$ cat config.mk
export PLATFORM = sky130hd
export DESIGN_NAME = regwb_arbiter_flat
export DESIGN_NICKNAME = d
export VERILOG_FILES = /design/src/rtl/regwb_if.sv /design/src/rtl/regwb_arbiter.sv /design/src/flat_wrapper.sv
export SDC_FILE = /design/constraint.sdc
export NUM_CORES = 1
export LEC_CHECK = 0
export CORE_MARGIN = 3
export CORE_UTILIZATION = 52
export CTS_BUF_LIST = sky130_fd_sc_hd__clkbuf_16
export CTS_CLUSTER_SIZE = 28
export DETAILED_ROUTE_END_ITERATION = 6
export GPL_TIMING_DRIVEN = 0
export PLACE_DENSITY = 0.87
export SLEW_MARGIN = 30
export SYNTH_ARGS = -nofsm -noshare
export SYNTH_HDL_FRONTEND = slang
export SYNTH_SLANG_ARGS = --single-unit
export TNS_END_PERCENT = 5
$ cat constraint.sdc
create_clock -name clk -period 4.5 [get_ports clk]
set_input_delay 0.9 -clock clk [delete_from_list [all_inputs] [get_ports clk]]
set_output_delay 0.9 -clock clk [all_outputs]
set_load 0.01 [all_outputs]
$ cat src/rtl/regwb_if.sv
// Writeback arbiter bus: two requesters, issue-stage reservation, busy query
// and the registered register-file write port.
interface regwb_if;
  logic [1:0]  req_valid;
  logic [4:0]  req_rd0;
  logic [4:0]  req_rd1;
  logic [31:0] req_data0;
  logic [31:0] req_data1;
  logic [1:0]  req_ready;
  logic        rsv_valid;
  logic [4:0]  rsv_rd;
  logic [4:0]  rs;
  logic [4:0]  rt;
  logic        rs_busy;
  logic        rt_busy;
  logic        regwrite;
  logic [4:0]  rd;
  logic [31:0] writedata;

  modport slave (
    input  req_valid, req_rd0, req_rd1, req_data0, req_data1,
           rsv_valid, rsv_rd, rs, rt,
    output req_ready, rs_busy, rt_busy, regwrite, rd, writedata
  );

  modport master (
    output req_valid, req_rd0, req_rd1, req_data0, req_data1,
           rsv_valid, rsv_rd, rs, rt,
    input  req_ready, rs_busy, rt_busy, regwrite, rd, writedata
  );
endinterface

$ cat src/rtl/regwb_arbiter.sv
// Round-robin arbiter for ALU/MEM register writeback with a pending-write
// scoreboard for source-operand busy queries.
module regwb_arbiter #(
  parameter int unsigned NREQ = 2
) (
  input logic    clk,
  input logic    rst_n,
  regwb_if.slave bus
);

  localparam int unsigned RW = 5;
  localparam int unsigned DW = 32;
  localparam int unsigned NR = 32;

  logic            prio_q, prio_d;
  logic [NR-1:0]   busy_q, busy_d;
  logic            regwrite_q, regwrite_d;
  logic [RW-1:0]   rd_q, rd_d;
  logic [DW-1:0]   wdata_q, wdata_d;

  logic [NREQ-1:0] grant_c;
  logic            contend_c;
  logic            xfer_c;
  logic            sel_c;
  logic [RW-1:0]   xfer_rd_c;
  logic [DW-1:0]   xfer_data_c;

  // Grant: sole requester wins outright; contention resolved by prio.
  always_comb begin
    contend_c = bus.req_valid[0] & bus.req_valid[1];
    grant_c   = NREQ'(bus.req_valid);
    if (contend_c) begin
      grant_c = prio_q ? NREQ'(2'b10) : NREQ'(2'b01);
    end
    if (!rst_n) begin
      grant_c = '0;
    end
    xfer_c      = |grant_c;
    sel_c       = grant_c[1];
    xfer_rd_c   = sel_c ? bus.req_rd1   : bus.req_rd0;
    xfer_data_c = sel_c ? bus.req_data1 : bus.req_data0;
  end

  // Next state: write port, pointer and scoreboard (reservation set wins).
  always_comb begin
    prio_d     = prio_q;
    busy_d     = busy_q;
    regwrite_d = 1'b0;
    rd_d       = rd_q;
    wdata_d    = wdata_q;
    if (xfer_c) begin
      busy_d[xfer_rd_c] = 1'b0;
      if (xfer_rd_c != RW'(0)) begin
        regwrite_d = 1'b1;
        rd_d       = xfer_rd_c;
        wdata_d    = xfer_data_c;
      end
      if (contend_c) begin
        prio_d = ~sel_c;
      end
    end
    if (bus.rsv_valid && (bus.rsv_rd != RW'(0))) begin
      busy_d[bus.rsv_rd] = 1'b1;
    end
    busy_d[0] = 1'b0;
  end

  always_ff @(posedge clk or negedge rst_n) begin
    if (!rst_n) begin
      prio_q     <= 1'b0;
      busy_q     <= '0;
      regwrite_q <= 1'b0;
      rd_q       <= '0;
      wdata_q    <= '0;
    end else begin
      prio_q     <= prio_d;
      busy_q     <= busy_d;
      regwrite_q <= regwrite_d;
      rd_q       <= rd_d;
      wdata_q    <= wdata_d;
    end
  end

  assign bus.req_ready = 2'(grant_c);
  assign bus.rs_busy   = busy_q[bus.rs];
  assign bus.rt_busy   = busy_q[bus.rt];
  assign bus.regwrite  = regwrite_q;
  assign bus.rd        = rd_q;
  assign bus.writedata = wdata_q;

endmodule
$ cat src/flat_wrapper.sv
// flat-port wrapper written by rule: the top's interface ports become plain ports
module regwb_arbiter_flat 
#(
  parameter int unsigned NREQ = 2
)
  (clk, rst_n, bus_req_valid, bus_req_rd0, bus_req_rd1, bus_req_data0, bus_req_data1, bus_rsv_valid, bus_rsv_rd, bus_rs, bus_rt, bus_req_ready, bus_rs_busy, bus_rt_busy, bus_regwrite, bus_rd, bus_writedata);
  regwb_if bus_i ();
  input logic clk;
  input logic rst_n;
  input wire logic [$bits(bus_i.req_valid)-1:0] bus_req_valid;
  input wire logic [$bits(bus_i.req_rd0)-1:0] bus_req_rd0;
  input wire logic [$bits(bus_i.req_rd1)-1:0] bus_req_rd1;
  input wire logic [$bits(bus_i.req_data0)-1:0] bus_req_data0;
  input wire logic [$bits(bus_i.req_data1)-1:0] bus_req_data1;
  input wire logic [$bits(bus_i.rsv_valid)-1:0] bus_rsv_valid;
  input wire logic [$bits(bus_i.rsv_rd)-1:0] bus_rsv_rd;
  input wire logic [$bits(bus_i.rs)-1:0] bus_rs;
  input wire logic [$bits(bus_i.rt)-1:0] bus_rt;
  output wire logic [$bits(bus_i.req_ready)-1:0] bus_req_ready;
  output wire logic [$bits(bus_i.rs_busy)-1:0] bus_rs_busy;
  output wire logic [$bits(bus_i.rt_busy)-1:0] bus_rt_busy;
  output wire logic [$bits(bus_i.regwrite)-1:0] bus_regwrite;
  output wire logic [$bits(bus_i.rd)-1:0] bus_rd;
  output wire logic [$bits(bus_i.writedata)-1:0] bus_writedata;
  assign bus_i.req_valid = bus_req_valid;
  assign bus_i.req_rd0 = bus_req_rd0;
  assign bus_i.req_rd1 = bus_req_rd1;
  assign bus_i.req_data0 = bus_req_data0;
  assign bus_i.req_data1 = bus_req_data1;
  assign bus_i.rsv_valid = bus_rsv_valid;
  assign bus_i.rsv_rd = bus_rsv_rd;
  assign bus_i.rs = bus_rs;
  assign bus_i.rt = bus_rt;
  assign bus_req_ready = bus_i.req_ready;
  assign bus_rs_busy = bus_i.rs_busy;
  assign bus_rt_busy = bus_i.rt_busy;
  assign bus_regwrite = bus_i.regwrite;
  assign bus_rd = bus_i.rd;
  assign bus_writedata = bus_i.writedata;
  regwb_arbiter #(.NREQ(NREQ)) u_core (.clk(clk), .rst_n(rst_n), .bus(bus_i));
endmodule
=== Word level (Yosys, flattened, before mapping) ===
Index checks and enable logic that the tools add are counted.

* Magnitude comparators: 6
* Muxes and demuxes: 17
* Bitwise logic cells: 5
* Reduce and logical (&&, ||, !) cells: 8

{| class="wikitable"
|+ Operator list
! kind !! count
|-
| $mux W32 || 3
|-
| $and A32 B32 Y32 || 1
|-
| $not A32 Y32 || 1
|-
| $or A32 B32 Y32 || 1
|-
| $lt A5 B6 Y1 const B || 4
|-
| $bmux W1 S5 || 2
|-
| $demux W1 S5 || 2
|-
| $ge A5 B1 Y1 const B || 2
|-
| $reduce_bool A5 Y1 || 2
|-
| $mux W1 || 6
|-
| $mux W2 || 3
|-
| $mux W5 || 1
|-
| $reduce_and A2 Y1 || 2
|-
| $logic_and A1 B1 Y1 || 3
|-
| $reduce_or A2 Y1 || 1
|-
| $and A1 B1 Y1 || 1
|-
| $not A1 Y1 || 1
|}

* Register bits after elaboration: 70
* Input bits: 94
* Output and inout port bits: 42
* Logic and storage cells: 41

=== Depth between registers and ports, before layout ===
Gate-level depths: netlist of the first run.

* Depth in word-level cells: 13
* Depth in mapped cells: 7
* Gate-level depth less buffers: 5

=== Worst setup path before layout of the first run ===
OpenSTA, ideal clock, no wires.

* Path type: input port to output port
* Start point: input port bus_rt[0]
* End point: output port bus_rt_busy
* Arrival time: 2093 ps
* Setup slack: 1507 ps
* Cell stages on the path: 5
* Path buffers: 1
* Cells stage by stage: clkbuf_1 > mux4_2 > nand2b_1 > o211ai_1 > nand4_1

* Word-level cells in the longest chain between the ends: 2

{| class="wikitable"
|+ Ends and longest elaborated chain
! element !! RTL line !! source
|-
| start: declaration || flat_wrapper.sv:18 || <nowiki>input wire logic [$bits(bus_i.rt)-1:0] bus_rt;</nowiki>
|-
| $bmux W1 S5 || regwb_arbiter.sv:86 || <nowiki>assign bus.rt_busy = busy_q[bus.rt];</nowiki>
|-
| $mux W1 (not written as such) || regwb_arbiter.sv:86 ||
|-
| end: declaration || flat_wrapper.sv:21 || <nowiki>output wire logic [$bits(bus_i.rt_busy)-1:0] bus_rt_busy;</nowiki>
|}

Every way passes these cells. The select of a mux whose other input is x is not followed.

=== Final worst setup path of the first run ===
* Start point: input port rst_n
* End point: output port bus_req_ready[1]

* Word-level cells in the longest chain between the ends: 1

{| class="wikitable"
|+ Ends and longest elaborated chain
! element !! RTL line !! source
|-
| start: declaration || flat_wrapper.sv:9 || <nowiki>input logic rst_n;</nowiki>
|-
| $mux W2 || regwb_arbiter.sv:35 || <nowiki>if (!rst_n) begin</nowiki>
|-
| end: declaration || flat_wrapper.sv:19 || <nowiki>output wire logic [$bits(bus_i.req_ready)-1:0] bus_req_ready;</nowiki>
|}

Every way passes these cells.

==> results of run 1 <==
[metal layers]
metal | global-route usage (%) | up-vias | wire length (um)
met4 | 10.8 | 0 | 417
met2 | 50.5 | 267 | 6960
met1 | 37.4 | 2054 | 5450
met3 | 8.92 | 42 | 1470
met5 | 0 | - | 0
li1 | - | 1866 | -
[worst min-delay path by stage]
stage	start	endpoint	slack (ps)	cells past startpoint
2_1_floorplan	u_core.busy_q[26]	u_core.busy_q[26]	480	2
6_report	rst_n	u_core.busy_q[2]	510	1
3_5_place_dp	u_core.bus.writedata[25]	u_core.bus.writedata[25]	490	1
3_3_place_gp	u_core.bus.writedata[3]	u_core.bus.writedata[3]	490	1
5_1_grt	rst_n	u_core.busy_q[2]	530	1
4_1_cts	rst_n	u_core.busy_q[2]	520	1
[sequential cells by signal, indices dropped and copies added, names as in the netlist]
name and count:
u_core.bus.writedata 32, u_core.busy_q 31, u_core.bus.rd 5, u_core.bus.regwrite 1, u_core.prio_q 1
[cells in the final DEF (no fill, tap or decap), drive strengths merged, types with 8 or more instances in the layout]
master and count:
buf 15, clkbuf 25, clkdlybuf4s50 125, dfrtp 70, inv 31, mux2 68, mux2i 15, nand2 11
nand3 39, nand4 13, nor2 8, o211ai 32, o221ai 16
[synthesized netlist by cell type]
cell	n
a311o_1	3
nand3_1	38
nand4_1	13
o21ai_0	1
nor3_1	3
nor4_1	2
a32oi_1	1
nor2_1	8
or4_1	1
or3_1	1
mux2_2	41
mux4_2	6
o221ai_1	16
clkbuf_1	16
nand3b_1	5
xnor2_1	1
a22oi_1	4
nand3_2	1
nand2b_1	5
o211ai_1	32
a21oi_1	6
mux2_4	27
or4_4	1
buf_2	3
buf_1	5
o2111ai_1	6
or3b_2	3
inv_1	30
nor2b_1	6
and2_1	3
a31oi_1	3
o22ai_1	3
nor3b_1	4
buf_6	4
nand2_1	11
o31ai_1	3
o311ai_0	3
and3b_1	3
a311oi_1	1
a311oi_4	2
dfrtp_1	70
a211oi_1	3
mux2i_1	15
[power by group through the flow]
stage          registers, W  clock network [W]  logic, W
2_1_floorplan      0.000787                  0  0.000283
3_3_place_gp       0.000763                  0  0.000597
3_5_place_dp       0.000764                  0  0.000622
4_1_cts            0.000763           0.000605  0.000631
5_1_grt            0.000773           0.000628  0.000673
6_report           0.000764           0.000603  0.000631
[area by class of cell]
cell class | instances | area share [%]
multi-input cells | 285 | 40.5
flip-flops and latches | 70 | 28.4
repair buffers | 128 | 20.9
clock buffers | 9 | 3.66
plain buffers | 28 | 2.26
well taps | 105 | 2.13
inverters | 30 | 1.83
clock inverters | 5 | 0.325
[worst max-delay path: stages]
cell and delay, ps:
buf_4 350, buf_12 280, buf_2 280, nand3_2 250, inv_1 250, clkdlybuf4s50_1 610
[metrics by stage]
step           setup WS [ps]  total power, W  utilization, %
2_1_floorplan           1510         0.00107               -
6_report                 645         0.00200            74.2
4_1_cts                  628         0.00200            74.2
3_5_place_dp             648         0.00139            71.2
5_1_grt                  486         0.00207            74.2
3_3_place_gp           -1930         0.00136            70.8
[cells by family after synthesis]
family | after synthesis
muxes | 89
AOI/OAI and AO/OA | 87
xor gates and xnor gates | 1
buffers and inverters | 58
DFF | 70
and+or+nand+nor | 108
==> results.cfg, run 1 <==
[final_layout]
nFillCells = 528
drive_gt1_share_pct = 18.6
fin_area_um2 = 6160
n_antenna_cell = 0
seqCellArea_um2 = 1750
multi_input_area_um2 = 2490
synthToLayoutAreaGrowth_pct = 37.3
fin_cells = 660
layout.nets = 646

[routing]
vias = 4229
drc = 0
postRouteWirelength_um = 14300
first_pass_iters = 6
drt_iter0_drc = 398
avgViaCountPerCell = 6.41
wl_per_cell_um = 21.7
postRouteAntennaNets = 0

[placed_design]
routabilityCongestion = 0.998
dp_hpwl_um = 10300
dp.cells = 646
port_buffers = 126
placed_area_um2 = 5910

[yosys]
syn_inst = 413
synth_xor_xnor_area_share_pct = 0.195
synth_top_family_by_area = multiplexers
synth_compound_area_share_pct = 15.8
synth-seq-cells = 70
syn_area_um2 = 4480
yosysTopAreaCell = dfrtp_1
syn_avg_cell_area_um2 = 10.9
synth_nets = 507
yosys_warnings = 0
synth_top_area_share_pct = 39.1
ys_seq_area_share_pct = 39.1
synth_cell_types = 43
yosys-top-cells-area = dfrtp_1 (39%), mux2_2 (10%), mux2_4 (9.0%), o211ai_1 (5.4%), nand3_1 (4.2%)
synth_fa_ha_area_share_pct = 0
synthMuxAreaShare_pct = 25.7
synth-simple-area-share_pct = 13.7

[critical_path]
critPathRequiredTime_ps = 3600
crit_start = rst_n
start_kind = input pin
arrival_ps = 2960
r2r_start = u_core.prio_q
worstSetupEndpoint = bus_req_ready[1]
critPathCaptureType = output port
r2r_slack_ps = 2000
crit_path_max_fanout = 40
reg2reg_to = u_core.bus.writedata[23]
worstSetupPathType = input pin to output port
r2r_cells = 7

[clocking]
clock-sinks = 70
clockBufferDepth = 2
clk_pin_slew_ps = 50
cts_tree = built
htree_levels = 3
holdBufCountCts = 0
cts-resized-gates = 0
postCtsSetupBuffers = 0
numCtsBuffers = 9
cts-root-buf = clkbuf_16
insertion_delay_ps = 330

[floorplan]
fp.dieH_um = 98.9
core_area_um2 = 8300
start_util_pct = 54.0
fp.dieW_um = 98.9
rows = 33
dieArea_um2 = 9770
boundaryPins = 136

[power_and_ir_drop]
p_int_w = 0.00142
p_clk_share_pct = 30.2
p_leak_nw = 2.60
power.density_nw_per_um2 = 325
irDropWorstVdd_mv = 0.202
swShare_pct = 29.1
pwr-share-seq_pct = 38.2
switching_power_w = 0.000581
combPwrFrac_pct = 31.6

[sta]
final_hold_viol_count = 0
fmax_ghz = 0.259
grt_setup_unrepaired = no
fin_setup_tns_ps = 0
min_period_ps = 3860
final-max-slew-violation-count = 0
post-route-period-util_pct = 85.7
worstMarginPinSlew_ps = 895
relSlewSlack_pct = 39.6
timing.hold.ws_ps = 506
finalSetupViolCount = 0
fin_skew_ps = 3.39

[global_routing]
grt_max_degree = 41
gr-total-overflow = 0
grt_pass1_vias = 4399
grt_usage_pct = 30.3
antenna_found_initial = 0
grt_pass1_wl_um = 23400

[job]
drv_cap = 0

[worst_hold_path]
holdCritPathClass = input pin to asynchronous set/reset pin

[status]
status = finished clean
No activity file was read; power rests on OpenSTA's default activity.
==> run 2, diff against run 1 <==
--- a/config.mk
+++ b/config.mk
@@ -10,8 +10,10 @@
 export CTS_BUF_LIST = sky130_fd_sc_hd__clkbuf_16
 export CTS_CLUSTER_SIZE = 28
 export DETAILED_ROUTE_END_ITERATION = 6
+export GPL_ROUTABILITY_DRIVEN = 0
 export GPL_TIMING_DRIVEN = 0
 export PLACE_DENSITY = 0.87
+export REMOVE_ABC_BUFFERS = 1
 export SLEW_MARGIN = 30
 export SYNTH_ARGS = -nofsm -noshare
 export SYNTH_HDL_FRONTEND = slang
==> run 2 against run 1 <==
Against the previous run: setup slack worse by 240 ps; sequential share of layout area fell by 0.10 points; combinational power hardly changed; die area did not move; cell count decreased by 2.4%; via count fell by 2.3%; sequential power is essentially flat; clock skew is 0.52 ps higher; critical path depth fell by 1; critical path type unchanged; critical endpoint unchanged; largest cell class unchanged; largest power group unchanged.
==> results.cfg, run 2 (synthesis gave the netlist of run 1 again) <==
[status]
status = finished clean

[placed_design]
dp_hpwl_um = 10000
dp.cells = 631
port_buffers = 135

[critical_path]
crit_path_max_fanout = 36
start_kind = input pin
worstSetupPathType = input pin to output port
critPathCaptureType = output port
arrival_ps = 3190
critPathRequiredTime_ps = 3600

[floorplan]
core_area_um2 = 8300
dieArea_um2 = 9770
fp.dieW_um = 98.9
boundaryPins = 136
rows = 33
start_util_pct = 54.0
fp.dieH_um = 98.9

[final_layout]
drive_gt1_share_pct = 19.3
fin_cells = 644
synthToLayoutAreaGrowth_pct = 37.8
final_util_pct = 74.5
layout.nets = 631
nFillCells = 536
final_cell_mix = clkdlybuf4s50_1 (133), dfrtp_1 (70), mux2_2 (41)
final_common_cell = clkdlybuf4s50_1
n_antenna_cell = 0
largest_reg_flops = 32

[clocking]
cts-root-buf = clkbuf_16
postCtsSetupBuffers = 0
clockBufferDepth = 2
clock-sinks = 70
numCtsBuffers = 9
cts_tree = built
clk_pin_slew_ps = 60
insertion_delay_ps = 330
holdBufCountCts = 0
htree_levels = 3

[sta]
fin_setup_tns_ps = 0
fin_skew_ps = 3.91
fmax_ghz = 0.244
final-max-slew-violation-count = 0
min_period_ps = 4090
worstMarginPinSlew_ps = 976
grt_setup_unrepaired = no
post-route-period-util_pct = 90.9
relSlewSlack_pct = 34.1
finalSetupViolCount = 0
final_hold_viol_count = 0

[routing]
avgViaCountPerCell = 6.41
drt_iter0_drc = 465
drc = 0
wl_per_cell_um = 21.5
first_pass_iters = 7
postRouteWirelength_um = 13800
postRouteAntennaNets = 0
vias = 4131

[power_and_ir_drop]
p_leak_nw = 2.61
irDropWorstVdd_mv = 0.182
power.density_nw_per_um2 = 324

[job]
drv_cap = 0

[global_routing]
grt_max_degree = 80
gr-total-overflow = 0
antenna_found_initial = 0
grt_usage_pct = 29.1
grt_pass1_vias = 4499
grt_pass1_wl_um = 22700

[worst_hold_path]
holdCritPathClass = input pin to asynchronous set/reset pin
[run 2: cell count changes in the layout (fill, tap and decap cells not counted), sizes merged]
cell	change
clkinv	-1
clkbuf	-16
clkdlybuf4s50	+8
dlymetal6s2s	+1
buf	-8
[run 2: metrics by stage]
step | power [W] | setup WS (ps) | hold WS, ps | cell area (um^2)
finish | 0.00200 | 408 | 375 | 6180
global route | 0.00208 | 267 | 374 | 6180
CTS | 0.00200 | 134 | 372 | 6180
detailed placement | 0.00139 | -224 | 497 | 5920
global placement | 0.00136 | -3500 | 490 | 5830
floorplan | 0.00104 | 455 | 477 | 4350
[run 2: power by group]
| group | switching [W] | internal [W] |
|---|---|---|
| Clock | 0.000251 | 0.000358 |
| Combinational | 0.000272 | 0.000357 |
| Sequential | 0.0000567 | 0.000706 |
[run 2: per-layer routing]
| layer | share of wire, % | wire (um) | track usage, % |
|---|---|---|---|
| met5 | 0 | 0 | 0 |
| met1 | 37 | 5160 | 34.1 |
| met3 | 9.9 | 1380 | 8.85 |
| met2 | 50 | 6890 | 50.1 |
| met4 | 2.8 | 393 | 10.9 |
[run 2: path summary, 6_finish.rpt]
check / startpoint / endpoint / slack, ps / cells after the start
max: bus_req_valid[0] / bus_req_ready[1] / 410 / 5
min: rst_n / u_core.bus.rd[1] / 380 / 1
max reg2reg: u_core.prio_q / u_core.bus.writedata[0] / 1590 / 7
min reg2reg: u_core.bus.writedata[4] / u_core.bus.writedata[4] / 510 / 1
max in group asynchronous: rst_n / u_core.busy_q[22] / 3530 / 2
min in group clk: u_core.bus.writedata[4] / u_core.bus.writedata[4] / 510 / 1
[run 2: layout make-up]
cell class,count,area [um^2],area share [%]
Tap cell,105,131,2.13
Timing Repair Buffer,141,1430,23.2
Multi-Input combinational cell,285,2510,40.6
Inverter,30,113,1.82
Clock buffer,9,225,3.64
Sequential cell,70,1750,28.3
Clock inverter,4,18.8,0.304
[run 2: critical path: stages]
cell and delay (ps):
clkdlybuf4s50_1 490, nand2b_2 370, nand3_4 470, inv_1 330, clkdlybuf4s50_1 610
[run 2: what timing repair did]
item / 4_1_cts / 5_1_grt
endpoints found under the setup margin: 1 / 1
gates resized for setup: 1 / 2
cloned: 0 / 0
==> run 3, diff against run 2 <==
--- a/config.mk
+++ b/config.mk
@@ -5,6 +5,7 @@
 export SDC_FILE = /design/constraint.sdc
 export NUM_CORES = 1
 export LEC_CHECK = 0
+export ABC_CLOCK_PERIOD_IN_PS = 4500
 export CORE_MARGIN = 3
 export CORE_UTILIZATION = 52
 export CTS_BUF_LIST = sky130_fd_sc_hd__clkbuf_16
==> results of run 3 <==
The final DEF is identical to that of run 2; final timing and power are the same.
